==> src/rtl/axi_slv_pkg.sv <==
// Shared field map, state encodings and packing helpers for axi_mem_slave.
// Build option: define AXI_SLV_ERR_EN to report read-wrap and write-overflow errors.
package axi_slv_pkg;

  localparam int ADDR_W = 8;
  localparam int DATA_W = 8;
  localparam int LEN_W  = 4;
  localparam int ID_W   = 4;
  localparam int BEAT_W = 5;

  // ARIN: [15:8] start address, [7:4] length-1, [3:0] ID
  localparam int ARIN_W      = 16;
  localparam int AR_ADDR_LSB = 8;
  localparam int AR_LEN_LSB  = 4;
  localparam int AR_ID_LSB   = 0;

  // AWIN: [11:4] start address, [3:0] ID
  localparam int AWIN_W      = 12;
  localparam int AW_ADDR_LSB = 4;
  localparam int AW_ID_LSB   = 0;

  // ROUT: [8:1] data, [0] beat response
  localparam int ROUT_W        = 9;
  localparam int ROUT_DATA_LSB = 1;
  localparam int ROUT_RESP_BIT = 0;

  // BRESP: [4:1] echoed ID, [0] error
  localparam int BRESP_W        = 5;
  localparam int BRESP_ID_LSB   = 1;
  localparam int BRESP_ERR_BIT  = 0;

  localparam logic RESP_OK  = 1'b0;
  localparam logic RESP_ERR = 1'b1;

  typedef enum logic [1:0] {
    R_IDLE = 2'd0,
    R_ADDR = 2'd1,
    R_DATA = 2'd2
  } r_state_e;

  typedef enum logic [1:0] {
    W_IDLE = 2'd0,
    W_DATA = 2'd1,
    W_RESP = 2'd2
  } w_state_e;

  function automatic logic [ROUT_W-1:0] pack_rout(input logic [DATA_W-1:0] data,
                                                  input logic              err);
    return {data, err};
  endfunction

  function automatic logic [BRESP_W-1:0] pack_bresp(input logic [ID_W-1:0] id,
                                                    input logic            err);
    return {id, err};
  endfunction

  // True when the address is the top word of a DEPTH-word memory.
  function automatic logic addr_is_last(input logic [ADDR_W-1:0] a, input int depth);
    return (a == ADDR_W'(depth - 1));
  endfunction

  // Next address, wrapping modulo DEPTH.
  function automatic logic [ADDR_W-1:0] addr_inc(input logic [ADDR_W-1:0] a, input int depth);
    logic [ADDR_W-1:0] n;
    if (addr_is_last(a, depth)) begin
      n = {ADDR_W{1'b0}};
    end else begin
      n = a + {{(ADDR_W-1){1'b0}}, 1'b1};
    end
    return n;
  endfunction

endpackage

==> src/rtl/axi_slv_mem.sv <==
// DEPTH x 8 dual-port RAM: one registered read port, one write port.
// A read and a write to the same word on the same edge return the old contents.
module axi_slv_mem
  import axi_slv_pkg::*;
#(
  parameter int DEPTH = 256
) (
  input  logic              clk,
  input  logic              rst,
  input  logic              rd_en,
  input  logic [ADDR_W-1:0] rd_addr,
  output logic [DATA_W-1:0] rd_data,
  input  logic              wr_en,
  input  logic [ADDR_W-1:0] wr_addr,
  input  logic [DATA_W-1:0] wr_data
);

  logic [DATA_W-1:0] mem_q [DEPTH];
  logic [DATA_W-1:0] rd_data_d;
  logic [DATA_W-1:0] rd_data_q;

  // Storage array: written on the write port, contents survive reset.
  always_ff @(posedge clk) begin
    if (wr_en) begin
      mem_q[wr_addr] <= wr_data;
    end
  end

  // Read data register: fetch on rd_en, otherwise hold the last fetched word.
  always_comb begin
    rd_data_d = rd_data_q;
    if (rd_en) begin
      rd_data_d = mem_q[rd_addr];
    end else begin
      rd_data_d = rd_data_q;
    end
  end

  // Read data flop; clearing it keeps the read output quiet out of reset.
  always_ff @(posedge clk or posedge rst) begin
    if (rst) begin
      rd_data_q <= {DATA_W{1'b0}};
    end else begin
      rd_data_q <= rd_data_d;
    end
  end

  assign rd_data = rd_data_q;

endmodule

==> src/rtl/axi_mem_slave.sv <==
// Memory-backed burst slave with independent read (AR/R) and write (AW/W/B) FSMs.
// Build option: AXI_SLV_ERR_EN enables the read-wrap and write-overflow error bits;
// without it ROUT[0] and BRESP[0] stay 0 while wrap and beat dropping still apply.
module axi_mem_slave
  import axi_slv_pkg::*;
#(
  parameter int DEPTH     = 256,
  parameter int MAX_BEATS = 16
) (
  input  logic                clk,
  input  logic                rst,
  input  logic                ARVALID,
  input  logic [ARIN_W-1:0]   ARIN,
  output logic                ARREADY,
  output logic                RVALID,
  input  logic                RREADY,
  output logic [ROUT_W-1:0]   ROUT,
  output logic                RLAST,
  input  logic                AWVALID,
  input  logic [AWIN_W-1:0]   AWIN,
  output logic                AWREADY,
  input  logic                WVALID,
  input  logic [DATA_W-1:0]   WDATA,
  input  logic                WLAST,
  output logic                WREADY,
  output logic                BVALID,
  input  logic                BREADY,
  output logic [BRESP_W-1:0]  BRESP
);

`ifdef AXI_SLV_ERR_EN
  localparam logic ERR_EN = 1'b1;
`else
  localparam logic ERR_EN = 1'b0;
`endif

  // Read channel state
  r_state_e          r_state_q, r_state_d;
  logic [ADDR_W-1:0] r_addr_q,  r_addr_d;
  logic [LEN_W-1:0]  r_len_q,   r_len_d;
  logic [LEN_W-1:0]  r_beat_q,  r_beat_d;
  logic              r_wrap_q,  r_wrap_d;

  // Write channel state
  w_state_e          w_state_q, w_state_d;
  logic [ADDR_W-1:0] w_addr_q,  w_addr_d;
  logic [ID_W-1:0]   w_id_q,    w_id_d;
  logic [BEAT_W-1:0] w_beat_q,  w_beat_d;
  logic              w_err_q,   w_err_d;

  // RAM port signals
  logic              rd_en_s;
  logic [ADDR_W-1:0] rd_addr_s;
  logic [DATA_W-1:0] rd_data_s;
  logic              wr_en_s;
  logic              r_err_s;
  logic              w_err_s;

  // The read ID is accepted but the packed R format has no field for it.
  logic unused_ar_id_s;
  assign unused_ar_id_s = ^ARIN[AR_ID_LSB +: ID_W];

  axi_slv_mem #(
    .DEPTH (DEPTH)
  ) u_mem (
    .clk     (clk),
    .rst     (rst),
    .rd_en   (rd_en_s),
    .rd_addr (rd_addr_s),
    .rd_data (rd_data_s),
    .wr_en   (wr_en_s),
    .wr_addr (w_addr_q),
    .wr_data (WDATA)
  );

  // Read FSM next state: fetch the first word, then prefetch the next word
  // on every non-final handshake so beats can stream back to back.
  always_comb begin
    r_state_d = r_state_q;
    r_addr_d  = r_addr_q;
    r_len_d   = r_len_q;
    r_beat_d  = r_beat_q;
    r_wrap_d  = r_wrap_q;
    rd_en_s   = 1'b0;
    rd_addr_s = r_addr_q;
    case (r_state_q)
      R_IDLE: begin
        if (ARVALID) begin
          r_addr_d  = ARIN[AR_ADDR_LSB +: ADDR_W];
          r_len_d   = ARIN[AR_LEN_LSB +: LEN_W];
          r_beat_d  = {LEN_W{1'b0}};
          r_wrap_d  = 1'b0;
          r_state_d = R_ADDR;
        end else begin
          r_state_d = R_IDLE;
        end
      end
      R_ADDR: begin
        rd_en_s   = 1'b1;
        rd_addr_s = r_addr_q;
        r_state_d = R_DATA;
      end
      R_DATA: begin
        if (RREADY) begin
          if (r_beat_q == r_len_q) begin
            r_state_d = R_IDLE;
          end else begin
            r_beat_d  = r_beat_q + {{(LEN_W-1){1'b0}}, 1'b1};
            r_addr_d  = addr_inc(r_addr_q, DEPTH);
            rd_en_s   = 1'b1;
            rd_addr_s = addr_inc(r_addr_q, DEPTH);
            if (addr_is_last(r_addr_q, DEPTH)) begin
              r_wrap_d = 1'b1;
            end else begin
              r_wrap_d = r_wrap_q;
            end
          end
        end else begin
          r_state_d = R_DATA;
        end
      end
      default: begin
        r_state_d = R_IDLE;
      end
    endcase
  end

  // Read channel registers
  always_ff @(posedge clk or posedge rst) begin
    if (rst) begin
      r_state_q <= R_IDLE;
      r_addr_q  <= {ADDR_W{1'b0}};
      r_len_q   <= {LEN_W{1'b0}};
      r_beat_q  <= {LEN_W{1'b0}};
      r_wrap_q  <= 1'b0;
    end else begin
      r_state_q <= r_state_d;
      r_addr_q  <= r_addr_d;
      r_len_q   <= r_len_d;
      r_beat_q  <= r_beat_d;
      r_wrap_q  <= r_wrap_d;
    end
  end

  // Write FSM next state: commit beats up to MAX_BEATS, drop and flag the rest.
  always_comb begin
    w_state_d = w_state_q;
    w_addr_d  = w_addr_q;
    w_id_d    = w_id_q;
    w_beat_d  = w_beat_q;
    w_err_d   = w_err_q;
    wr_en_s   = 1'b0;
    case (w_state_q)
      W_IDLE: begin
        if (AWVALID) begin
          w_addr_d  = AWIN[AW_ADDR_LSB +: ADDR_W];
          w_id_d    = AWIN[AW_ID_LSB +: ID_W];
          w_beat_d  = {BEAT_W{1'b0}};
          w_err_d   = 1'b0;
          w_state_d = W_DATA;
        end else begin
          w_state_d = W_IDLE;
        end
      end
      W_DATA: begin
        if (WVALID) begin
          if (w_beat_q < BEAT_W'(MAX_BEATS)) begin
            wr_en_s  = 1'b1;
            w_addr_d = addr_inc(w_addr_q, DEPTH);
            w_beat_d = w_beat_q + {{(BEAT_W-1){1'b0}}, 1'b1};
          end else begin
            w_err_d  = 1'b1;
          end
          if (WLAST) begin
            w_state_d = W_RESP;
          end else begin
            w_state_d = W_DATA;
          end
        end else begin
          w_state_d = W_DATA;
        end
      end
      W_RESP: begin
        if (BREADY) begin
          w_err_d   = 1'b0;
          w_state_d = W_IDLE;
        end else begin
          w_state_d = W_RESP;
        end
      end
      default: begin
        w_state_d = W_IDLE;
      end
    endcase
  end

  // Write channel registers
  always_ff @(posedge clk or posedge rst) begin
    if (rst) begin
      w_state_q <= W_IDLE;
      w_addr_q  <= {ADDR_W{1'b0}};
      w_id_q    <= {ID_W{1'b0}};
      w_beat_q  <= {BEAT_W{1'b0}};
      w_err_q   <= 1'b0;
    end else begin
      w_state_q <= w_state_d;
      w_addr_q  <= w_addr_d;
      w_id_q    <= w_id_d;
      w_beat_q  <= w_beat_d;
      w_err_q   <= w_err_d;
    end
  end

  // Outputs decode only from flops, so they never depend on same-cycle inputs.
  assign r_err_s = r_wrap_q & ERR_EN;
  assign w_err_s = w_err_q & ERR_EN;

  assign ARREADY = (r_state_q == R_IDLE);
  assign RVALID  = (r_state_q == R_DATA);
  assign RLAST   = (r_state_q == R_DATA) && (r_beat_q == r_len_q);
  assign ROUT    = (r_state_q == R_DATA) ? pack_rout(rd_data_s, r_err_s) : {ROUT_W{1'b0}};

  assign AWREADY = (w_state_q == W_IDLE);
  assign WREADY  = (w_state_q == W_DATA);
  assign BVALID  = (w_state_q == W_RESP);
  assign BRESP   = (w_state_q == W_RESP) ? pack_bresp(w_id_q, w_err_s) : {BRESP_W{1'b0}};

endmodule

==> config.mk <==
export PLATFORM = sky130hd
export DESIGN_NAME = axi_mem_slave
export DESIGN_NICKNAME = d
export VERILOG_FILES = /design/src/rtl/axi_slv_pkg.sv /design/src/rtl/axi_slv_mem.sv /design/src/rtl/axi_mem_slave.sv
export SDC_FILE = /design/constraint.sdc
export NUM_CORES = 2
export LEC_CHECK = 0
export BUFFER_PORTS_ARGS = -buffer_cell sky130_fd_sc_hd__clkbuf_2
export CORE_MARGIN = 1
export CORE_UTILIZATION = 45
export CTS_CLUSTER_DIAMETER = 200
export CTS_CLUSTER_SIZE = 12
export DETAILED_ROUTE_END_ITERATION = 10
export GPL_TIMING_DRIVEN = 0
export MAX_ROUTING_LAYER = met4
export SLEW_MARGIN = 20
export SYNTH_ARGS = -nofsm -noshare
export SYNTH_HDL_FRONTEND = slang
export SYNTH_SLANG_ARGS = --single-unit
export TNS_END_PERCENT = 50
==> constraint.sdc <==
create_clock -name clk -period 5.1 [get_ports clk]
set_input_delay 0.255 -clock clk [delete_from_list [all_inputs] [get_ports clk]]
set_output_delay 0.255 -clock clk [all_outputs]
set_load 0.03 [all_outputs]
==> impl_metrics.json <==
{
  "status": "finished, violations left",
  "violations": "negative setup slack",
  "avgSynthCellArea_sq_um": 16.5,
  "p_total_mw": 56.5,
  "grt_max_degree": 130,
  "required_ps": 5810,
  "die_h_um": 436,
  "clockBufferDepth": 3,
  "period_share_pct": 102,
  "reg2reg_slack_ps": -90,
  "crit_path_end_kind": "register",
  "first_pass_iters": 9,
  "ys_top_cells_by_area": "edfxtp_1 73%, mux4_2 6.2%, mux2i_1 3.8%",
  "power_density_nw_per_um2": 593,
  "vias_per_cell": 6.59,
  "die_w_um": 436,
  "post-route-min-period_ps": 5190,
  "dieArea_sq_um": 190000,
  "drt_iter0_markers": 9655,
  "critPathKind": "register to register",
  "fillers": 15249,
  "hold_violations": 0,
  "fin_util_pct": 51.2,
  "netlist.top_cell.by_area": "edfxtp_1",
  "grt_pass1_vias": 49595,
  "slew_headroom_pct": 12.3,
  "fp-row-count": 158,
  "core_area_sq_um": 186000,
  "grt_first_pass_wirelength_um": 417000,
  "antenna_found_initial": 32,
  "synth_edf_count": 2048,
  "postLayoutCellArea_sq_um": 95300,
  "finalClockSkew_ps": 57.1,
  "ys_seq_area_share_pct": 74.0,
  "ys.flop_type": "edfxtp_1",
  "grt_overflow": 0,
  "finalWorstSetupSlack_ps": -93.1,
  "irDropWorstVdd_uv": 411,
  "grt_usage_pct": 33.3,
  "wl_per_cell_um": 38.8,
  "drv_slew": 0,
  "io_pins": 64,
  "io_buffers": 57,
  "cts_tree": "yes",
  "clkLatencyLatePin_ps": 870,
  "drive_gt1_share_pct": 16.0,
  "path_clk_slew_ps": 70,
  "worstHoldPathType": "primary input to register",
  "nNetsFinal": 5507,
  "syn_area_sq_um": 84700,
  "dp_hpwl_um": 216000,
  "drtAntennaViolNets": 0,
  "cap_viol_max_count": 0,
  "numCtsBuffers": 192,
  "start_kind": "register",
  "drc_errors": 0,
  "async_reset_ff_share_pct": 2.15,
  "setup_violations": 6,
  "rsz0062_at_grt": "yes",
  "cp.arrival_ps": 5910,
  "tns_ps": -375,
  "synthDistinctLibCells": 79,
  "area_growth_pct": 12.5,
  "dpl-instance-area_sq_um": 89000,
  "syn_inst": 5121,
  "htree_num_levels": 4,
  "cts-root-buf": "clkbuf_16",
  "ys_ff_latch": 2093,
  "yosysWarnings": 0,
  "worst_pin_slew_ps": 1320,
  "clock-sinks": 2093,
  "leakagePower_nw": 31.1,
  "path_max_fanout": 10,
  "via_count": 52917,
  "gp_congestion": 1.10,
  "wl_um": 311000,
  "netlist.area_leader.share_pct": 72.6,
  "start_util_pct": 45.5,
  "fmax_ghz": 0.193
}
-- synthesized netlist by cell type (34+ instances only) --
| master | number |
|---|---|
| edfxtp_1 | 2048 |
| nand3_1 | 268 |
| a22oi_1 | 82 |
| inv_1 | 46 |
| o22ai_1 | 58 |
| nand2_1 | 622 |
| buf_2 | 132 |
| dfrtp_1 | 45 |
| mux4_2 | 233 |
| a211oi_1 | 35 |
| nand4_1 | 59 |
| a21oi_1 | 103 |
| a31oi_1 | 45 |
| a32oi_1 | 69 |
| buf_4 | 52 |
| clkbuf_1 | 124 |
| and2_1 | 47 |
| a311oi_1 | 34 |
| mux2i_1 | 319 |
| nor2_1 | 275 |
-- metrics by stage --
step	hold slack, ps	setup slack, ps	instances
after detailed placement	189	-822	7693
after global routing	174	-6.56	8018
after CTS	127	-21.5	8004
after floorplan	354	1670	5122
after global placement	462	-1950	7659
final	183	-93.1	8029
-- metal layers --
| metal | GRT usage [%] | wire length (um) | vias up | part of all wire (%) |
|---|---|---|---|---|
| li1 | - | - | 20981 | - |
| met4 | 16.8 | 17500 | 0 | 5.6 |
| met2 | 47.3 | 136000 | 3857 | 44 |
| met3 | 9.61 | 39200 | 759 | 13 |
| met1 | 43.6 | 118000 | 27320 | 38 |
| met5 | - | 0 | - | 0 |
-- power by group --
group	internal (mW)	switching [mW]	total, mW
Sequential	19.1	0.209	19.3
Combinational	6.86	17.1	23.9
Clock	6.91	6.33	13.2
-- worst max-delay path, stage by stage (launching register included) --
cell and delay [ps]:
dfrtp_1 460, xor2_1 260, o41ai_4 600, a21o_2 420
buf_2 440, buf_2 660, mux4_2 410, a22oi_1 690
a311oi_1 210, nor4_1 640, o211ai_1 180
-- cells by family after synthesis --
logic type	count (synthesis)	share of synthesized area (%)
xor gates and xnor gates	11	0.114
and+or+nand+nor	1353	6.99
adders and majority gates	11	0.163
buffers and inverters	407	2.54
other	1	0.00443
DFF	2093	74.0
AOI/OAI and AO/OA	681	6.11
muxes	564	10.1
-- final timing paths --
kind / start / end / depth (start not counted)
max in group asynchronous: rst / w_id_q[2]$_DFFE_PP0P_ / 5
hold reg to reg: w_id_q[1]$_DFFE_PP0P_ / w_id_q[1]$_DFFE_PP0P_ / 1
hold / removal: AWIN[0] / w_id_q[0]$_DFFE_PP0P_ / 3
setup reg to reg: r_beat_q[0]$_DFFE_PP0P_ / u_mem.rd_data[7]$_DFFE_PP0P_ / 10
setup / recovery: r_beat_q[0]$_DFFE_PP0P_ / u_mem.rd_data[7]$_DFFE_PP0P_ / 10
min in group asynchronous: rst / r_state_q[0]$_DFFE_PP0P_ / 4
-- cell type report --
class	count	area (sq um)	share of cell area [%]
Antenna cell	26	65.1	0.0683
Clock buffer	251	5070	5.32
Buffer	358	2110	2.22
Sequential cell	2093	62600	65.7
Timing Repair Buffer	139	1640	1.72
Tap cell	2480	3100	3.26
Multi-Input combinational cell	2622	20300	21.3
Inverter	46	175	0.184
Clock inverter	14	260	0.273
-- cell usage in the layout, fill, tap and decap left out, types with 45 or more instances in the layout --
cell,count
a21oi_1,102
a22oi_1,81
a31oi_1,45
a32oi_1,69
and2_1,47
buf_2,113
buf_4,68
clkbuf_1,143
clkbuf_16,194
clkbuf_2,87
dfrtp_1,45
dlygate4sd3_1,45
edfxtp_1,2048
inv_1,45
mux2i_1,317
mux4_2,233
nand2_1,622
nand3_1,263
nand4_1,59
nor2_1,265
o22ai_1,57
-- sequential cells by signal, indices dropped and copies added, names as in the netlist --
signal	count
r_len_q	4
r_addr_q	8
u_mem.mem_q	2048
w_state_q	2
r_state_q	2
u_mem.rd_data	8
w_id_q	4
r_beat_q	4
w_beat_q	5
w_addr_q	8
-- what timing repair did --
action,4_1_cts,5_1_grt
pin swaps,2,1
hold endpoints to repair,278,0
hold buffers,45,0
gates resized for setup,68,39
gates cloned,0,0
buffers inserted,3,0
setup endpoints to repair,8,7
(Power assumes the default switching activity.)
